[config.mk]
export PLATFORM = sky130hd
export DESIGN_NAME = timer_bus_slave
export DESIGN_NICKNAME = d
export VERILOG_FILES = /design/src/rtl/timer_bus_slave.sv
export SDC_FILE = /design/constraint.sdc
export NUM_CORES = 1
export LEC_CHECK = 0
export CAP_MARGIN = 20
export CORE_MARGIN = 2
export CORE_UTILIZATION = 39
export DETAILED_ROUTE_END_ITERATION = 7
export PLACE_DENSITY = 0.63
export RECOVER_POWER = 50
export SLEW_MARGIN = 40
export SYNTH_ARGS = -nofsm -noshare
export SYNTH_HDL_FRONTEND = slang
export SYNTH_SLANG_ARGS = --single-unit
[constraint.sdc]
create_clock -name clk -period 5.7 [get_ports clk]
set_clock_uncertainty 0.15 [all_clocks]
set_input_delay 0.855 -clock clk [delete_from_list [all_inputs] [get_ports clk]]
set_output_delay 0.855 -clock clk [all_outputs]
set_load 0.02 [all_outputs]
[src/rtl/timer_bus_slave.sv]
// SoC timer bus slave: single-beat req/gnt register access and a 32-bit down-counter
// with one-shot / auto-reload modes, sticky expiry flag and level interrupt.
module timer_bus_slave #(
  parameter int unsigned P_ADDR_WIDTH = 8,
  parameter int unsigned P_DATA_WIDTH = 32
) (
  input  logic                    clk,
  input  logic                    reset,
  input  logic                    req,
  output logic                    gnt,
  input  logic [P_ADDR_WIDTH-1:0] addr,
  input  logic [P_DATA_WIDTH-1:0] wdata,
  input  logic                    write_en,
  output logic [P_DATA_WIDTH-1:0] rdata,
  output logic                    irq
);

  localparam int unsigned L_CTRL_W = 3;
  localparam int unsigned L_EN     = 0;
  localparam int unsigned L_RELOAD = 1;
  localparam int unsigned L_IRQ_EN = 2;

  localparam logic [P_ADDR_WIDTH-1:0] L_ADDR_CTRL   = P_ADDR_WIDTH'(8'h00);
  localparam logic [P_ADDR_WIDTH-1:0] L_ADDR_LOAD   = P_ADDR_WIDTH'(8'h04);
  localparam logic [P_ADDR_WIDTH-1:0] L_ADDR_STATUS = P_ADDR_WIDTH'(8'h08);
  localparam logic [P_ADDR_WIDTH-1:0] L_ADDR_COUNT  = P_ADDR_WIDTH'(8'h0C);

  typedef enum logic {
    S_IDLE  = 1'b0,
    S_GRANT = 1'b1
  } state_e;

  state_e                  state_q, state_d;
  logic                    gnt_q, gnt_d;
  logic [P_DATA_WIDTH-1:0] rdata_q, rdata_d;
  logic [L_CTRL_W-1:0]     ctrl_q, ctrl_d;
  logic [P_DATA_WIDTH-1:0] load_q, load_d;
  logic                    expired_q, expired_d;
  logic [P_DATA_WIDTH-1:0] count_q, count_d;

  logic                    accept;
  logic                    wr_ctrl, wr_load, wr_status;
  logic                    en_rise, expiry;
  logic [P_DATA_WIDTH-1:0] rd_mux;

  // Register read mux; reflects state before this edge's updates
  always_comb begin
    rd_mux = '0;
    case (addr)
      L_ADDR_CTRL:   rd_mux = P_DATA_WIDTH'(ctrl_q);
      L_ADDR_LOAD:   rd_mux = load_q;
      L_ADDR_STATUS: rd_mux = P_DATA_WIDTH'(expired_q);
      L_ADDR_COUNT:  rd_mux = count_q;
      default:       rd_mux = '0;
    endcase
  end

  always_comb begin
    accept    = (state_q == S_IDLE) && req;
    wr_ctrl   = accept && write_en && (addr == L_ADDR_CTRL);
    wr_load   = accept && write_en && (addr == L_ADDR_LOAD);
    wr_status = accept && write_en && (addr == L_ADDR_STATUS);
    en_rise   = wr_ctrl && wdata[L_EN] && !ctrl_q[L_EN];
    expiry    = !en_rise && ctrl_q[L_EN] && (count_q == '0);
  end

  // Handshake FSM plus counter/register next-state
  always_comb begin
    state_d   = state_q;
    gnt_d     = 1'b0;
    rdata_d   = '0;
    ctrl_d    = ctrl_q;
    load_d    = load_q;
    expired_d = expired_q;
    count_d   = count_q;

    case (state_q)
      S_IDLE: begin
        if (req) begin
          state_d = S_GRANT;
          gnt_d   = 1'b1;
          if (!write_en) begin
            rdata_d = rd_mux;
          end
        end
      end
      S_GRANT: state_d = S_IDLE;
      default: state_d = S_IDLE;
    endcase

    if (wr_status && wdata[0]) begin
      expired_d = 1'b0;
    end

    if (en_rise) begin
      count_d = load_q;
    end else if (ctrl_q[L_EN]) begin
      if (count_q != '0) begin
        count_d = count_q - P_DATA_WIDTH'(1);
      end else begin
        expired_d = 1'b1;
        if (ctrl_q[L_RELOAD]) begin
          count_d = load_q;
        end else begin
          ctrl_d[L_EN] = 1'b0;
        end
      end
    end

    // A bus write to CTRL overrides the one-shot auto-clear of EN
    if (wr_ctrl) begin
      ctrl_d = wdata[L_CTRL_W-1:0];
    end
    if (wr_load) begin
      load_d = wdata;
    end
  end

  always_ff @(posedge clk) begin
    if (reset) begin
      state_q   <= S_IDLE;
      gnt_q     <= 1'b0;
      rdata_q   <= '0;
      ctrl_q    <= '0;
      load_q    <= '0;
      expired_q <= 1'b0;
      count_q   <= '0;
    end else begin
      state_q   <= state_d;
      gnt_q     <= gnt_d;
      rdata_q   <= rdata_d;
      ctrl_q    <= ctrl_d;
      load_q    <= load_d;
      expired_q <= expired_d;
      count_q   <= count_d;
    end
  end

  assign gnt   = gnt_q;
  assign rdata = rdata_q;
  assign irq   = expired_q & ctrl_q[L_IRQ_EN];

  logic unused_expiry;
  assign unused_expiry = expiry;

endmodule

Word level (Yosys, flattened, before mapping)
Cells that the tools add are included.
{"block": "classes", "addsub": 1, "n_eq_ne": 4, "mux": 16, "bitwise": 3, "n_reduce_logical": 16}
{"operator": "32-bit two-way mux", "n": 4}
{"operator": "32-bit case mux with 4 select lines", "n": 1}
{"operator": "32-bit nonzero test", "n": 1}
{"operator": "32-bit by 1-bit subtractor with 32-bit output, second input constant", "n": 1}
{"operator": "8-bit by 4-bit equality test with 1-bit output, second input constant", "n": 2}
{"operator": "1-bit two-way mux", "n": 10}
{"operator": "8-bit by 3-bit equality test with 1-bit output, second input constant", "n": 1}
{"operator": "1-bit logical AND", "n": 8}
{"operator": "8-bit zero test", "n": 1}
{"operator": "4-bit OR reduction", "n": 1}
{"operator": "3-bit nonzero test", "n": 1}
{"operator": "2-bit inequality test, second input constant", "n": 1}
{"operator": "1-bit inverter", "n": 2}
{"operator": "1-bit case mux with 2 select lines", "n": 1}
{"operator": "2-bit AND reduction", "n": 1}
{"operator": "2-bit nonzero test", "n": 1}
{"operator": "2-bit OR reduction", "n": 1}
{"operator": "1-bit AND", "n": 1}
{"operator": "1-bit zero test", "n": 1}
{"block": "word_totals", "reg_bits": 102, "in_bits": 44, "output_inout_bits": 34, "wordCells": 48}

Depth between registers and ports, before layout
{"block": "depth", "ltp_word": 9, "ltp_mapped": 8, "mapped_depth_nobuf": 8}

Worst setup path before layout
OpenSTA, ideal clock, no wires.
{"block": "synth_timing", "path_type": "input-to-reg", "startpoint": "in addr[5]", "endpoint": "reg count_q[8]", "setup_time_ns": 0.130, "arrival_ns": 2.519, "t_required_ns": 5.420, "slack_ns": 2.900, "cell_stages": 8, "n_path_buf": 2, "cell_sequence": "nor4_1 -> and2_1 -> and3_1 -> clkbuf_1 -> clkbuf_1 -> nor3_1 -> a22oi_1 -> o32ai_1"}
{"block": "synth_via", "elab_chain_cells": 6, "word_cells_on_any_way": 8, "classes_between": "mux (1); reduce/logical (7)"}
{"item": "start: declaration", "line_no": "11", "text": "input logic [P_ADDR_WIDTH-1:0] addr,"}
{"item": "8-bit zero test (*)", "line_no": "60", "text": "wr_ctrl = accept && write_en && (addr == L_ADDR_CTRL);"}
{"item": "1-bit logical AND (*)", "line_no": "60"}
{"item": "1-bit logical AND (*) (2 in a row)", "line_no": "63", "text": "en_rise = wr_ctrl && wdata[L_EN] && !ctrl_q[L_EN];"}
{"item": "3-bit nonzero test (no line) / 2-bit nonzero test (equally long branches)"}
{"item": "2-bit AND reduction (no line)"}
{"item": "end signal: assignment", "line_no": "135", "text": "count_q <= count_d;"}
{"item": "end: declaration", "line_no": "39", "text": "logic [P_DATA_WIDTH-1:0] count_q, count_d;"}
Every way passes the cells marked *; elsewhere a longest branch is shown, timed or not.
A chain may end at the register's enable or synchronous reset.

Worst setup path in the final report
{"block": "layout_timing", "startpoint": "in addr[5]", "endpoint": "reg count_q[15]"}
The elaborated chain is that of the path after synthesis.

==> flow_summary.ini <==
[grt]
met3_usage_pct = 3.482
antenna_found_initial = 0
grt_max_degree = 54
grt_use_met2_pct = 36.22
grt_pass1_vias = 4395
grt_first_pass_wirelength_um = 22600
use_met1_pct = 29.56
grt_usage_pct = 22.01
grt_busiest_layer = met2
gr-total-overflow = 0

[clock_tree]
htreeDepth = 3
cts_tree = yes
root_buffer = clkbuf_16
cts_hold_buffers = 0
numCtsBuffers = 9
cts_sinks = 101
ctsResizeCount = 0
clock_latency_ps = 350
clk_pin_slew_ps = 70
clockBufferDepth = 2
cts_setup_buffers = 0

[floorplan]
pin_count = 78
rows = 39
die_w_um = 112.9
core_sq_um = 11520
die-height_um = 112.9
initial_utilization_pct = 40.18
die_area_sq_um = 12750

[detailed_routing]
drc = 5
firstDrtPassIters = 8
routed_wl_um = 13780
drt_iter0_markers = 264
routed_via_density = 5.816
dr_total_vias = 4467
wl_per_cell_um = 17.94
final_antenna_net_count = 0

[synth]
synth_area_sq_um = 4627
syn_avg_cell_area_sq_um = 8.132
ys_seq_elements = 101
synth_edf_count = 0
syn_inst = 569
ys_types = 52
synth_nets = 615
synth_warnings = 0
ys_async_sr_fraction_pct = 0
ys.flop_type = dfxtp_1
ys_seq_area_share_pct = 43.70

[pwr]
combPwrFrac_pct = 3.5
p_leak_nw = 2.087
p_sw_w = 0.0002886
clkPwrFrac_pct = 45.1
switching_share_pct = 20.99
p_int_w = 0.001086
vdd_drop_max_v = 0.0001095
power_frac_seq_pct = 51.4
powerDensity_nw_per_um2 = 239.7
power_w = 0.001375

[place]
place.gp.congestion = 0.8828
placed_cells = 752
hpwlAfterDp_um = 9156
io_buffers = 77

[timing]
max_slew_margin_pct = -8.131
period_share_pct = 62.77
fin_crit_ps = 3578
drv_slew = 11
rsz0062_at_grt = false
finalSetupViolations = 0
timing.fmax_ghz = 0.2795
worstMarginPinSlew_ps = 1610
tns_ps = 0
final_hold_viol_count = 0

[finish]
nets = 666
stdcell_count = 768
synthToLayoutAreaGrowth_pct = 23.96
multiInputGateArea_sq_um = 2351
seq_area_sq_um = 2022
drive_above_1_share_pct = 7.200
nFillCells = 1138
diodes = 0

[worst_hold_path]
hold_depth = 2
holdPathEnd = load_q[10]
hp-start = load_q[10]
hold_path_class = register to register

[run_status]
status = finished, violations left
violations = DRC, capacitance limit, slew limit

[worst_setup_path]
arrival_ps = 3690
r2r_slack_ps = 2160
cp_max_fo = 17
crit_required_ps = 5810
criticalPathCategory = primary input to register
rr_worst_depth = 6
critPathLaunchType = primary input
cp-startpoint = addr[5]
r2r_start = count_q[14]
reg2reg_to = count_q[18]
endpoint_kind = register

[flow_run]
drv_cap = 1
## state kept, by name, summed over array words and instances, names as in the netlist
signal     flops
expired_q      1
state_q        1
rdata         32
load_q        32
ctrl_q         3
count_q       32
## metrics by stage
step / hold slack, ps / utilization, % / instance area, sq um / setup WS, ps
floorplan: 296.9 / - / 4627 / 2900
global placement: 291.1 / 47.18 / 5433 / 1752
detailed placement: 314.0 / 47.37 / 5455 / 1905
CTS: 325.9 / 49.92 / 5749 / 2252
global route: 344.7 / 49.80 / 5736 / 1893
finish: 327.2 / 49.80 / 5736 / 2122
## kinds of logic after synthesis
group / Yosys count / synth area share (%)
fa+ha+maj: 2 / 0.5407
buf+inv: 65 / 5.733
simple gates: 235 / 25.01
flops: 101 / 43.70
compound gates: 152 / 21.63
mux: 14 / 3.380
## power groups by stage
stage | Sequential [W] | Clock, W | Combinational [W]
floorplan | 0.000723 | 0 | 0.0000131
global placement | 0.000722 | 0 | 0.0000489
detailed placement | 0.000722 | 0 | 0.0000492
CTS | 0.000706 | 0.000630 | 0.0000495
global route | 0.000706 | 0.000651 | 0.0000518
finish | 0.000706 | 0.000620 | 0.0000488
## worst max path at each step
stage	depth (start not counted)	endpoint	slack [ps]
after detailed placement	8	count_q[15]	1900
final	8	count_q[15]	2120
after global placement	8	load_q[13]	1750
after floorplan	8	count_q[8]	2900
after global routing	8	count_q[15]	1890
after CTS	8	count_q[15]	2250
## cell usage in the layout, fill, tap and decap left out, types with 4 or more instances in the layout
cell type        count
o21ai_0              6
a21oi_1             58
nand3_1             16
nor4_1              20
nor3_2               4
o22ai_1              5
or3_1                6
dfxtp_1            101
a22oi_1             40
clkdlybuf4s50_1     39
buf_4                5
nand4_1              7
dlygate4sd3_1       37
nand2_1             89
nor2_1              48
mux2i_1             10
nor3_1              11
and3_1               5
a31oi_1              4
clkbuf_16            9
o21ai_1              5
inv_1               23
o32ai_1             19
## synthesized netlist by cell type (2+ instances only)
library cell / n / share of area [%]
dfxtp_1: 101 / 44
nand2_1: 91 / 7.4
a21oi_1: 58 / 6.3
nor2_1: 49 / 4.0
a22oi_1: 40 / 6.5
clkbuf_1: 34 / 2.8
inv_1: 23 / 1.9
nor4_1: 20 / 2.7
o32ai_1: 19 / 3.6
nand3_1: 16 / 1.7
mux2i_1: 10 / 2.2
nor3_1: 10 / 1.1
and3_1: 7 / 0.95
nand4_1: 7 / 0.95
o21ai_0: 6 / 0.65
or3_1: 6 / 0.81
buf_4: 5 / 0.81
nor3_2: 5 / 1.1
o21ai_1: 5 / 0.54
o22ai_1: 5 / 0.68
a31oi_1: 4 / 0.54
a311oi_1: 3 / 0.57
a32oi_1: 3 / 0.57
and2_1: 3 / 0.41
mux2_2: 3 / 0.73
o311ai_0: 3 / 0.57
and4_1: 2 / 0.38
buf_2: 2 / 0.22
ha_1: 2 / 0.54
or2_2: 2 / 0.27
or4_1: 2 / 0.32
or4_2: 2 / 0.38
or4_4: 2 / 0.49
## critical path, stage by stage
cell and delay [ps]:
dlygate4sd3_1 530, nor4_1 430, nand4_1 200, nor4_2 550, nor2_1 380, buf_4 320
mux2_2 300, o32ai_1 110
## area by class of cell
cell class	count	area share [%]
multi-input cells	403	40.99
flip-flops and latches	101	35.25
repair buffers	82	14.01
clock buffers	12	4.298
well taps	143	3.120
inverters	23	1.505
clock inverters	4	0.8290
## routing by layer
layer,vias to the layer above,part of all wire (%)
met5,-,0
met4,0,1.8
met3,17,5.3
met2,142,47
met1,2134,46
li1,2174,-
(Power assumes the default switching activity.)
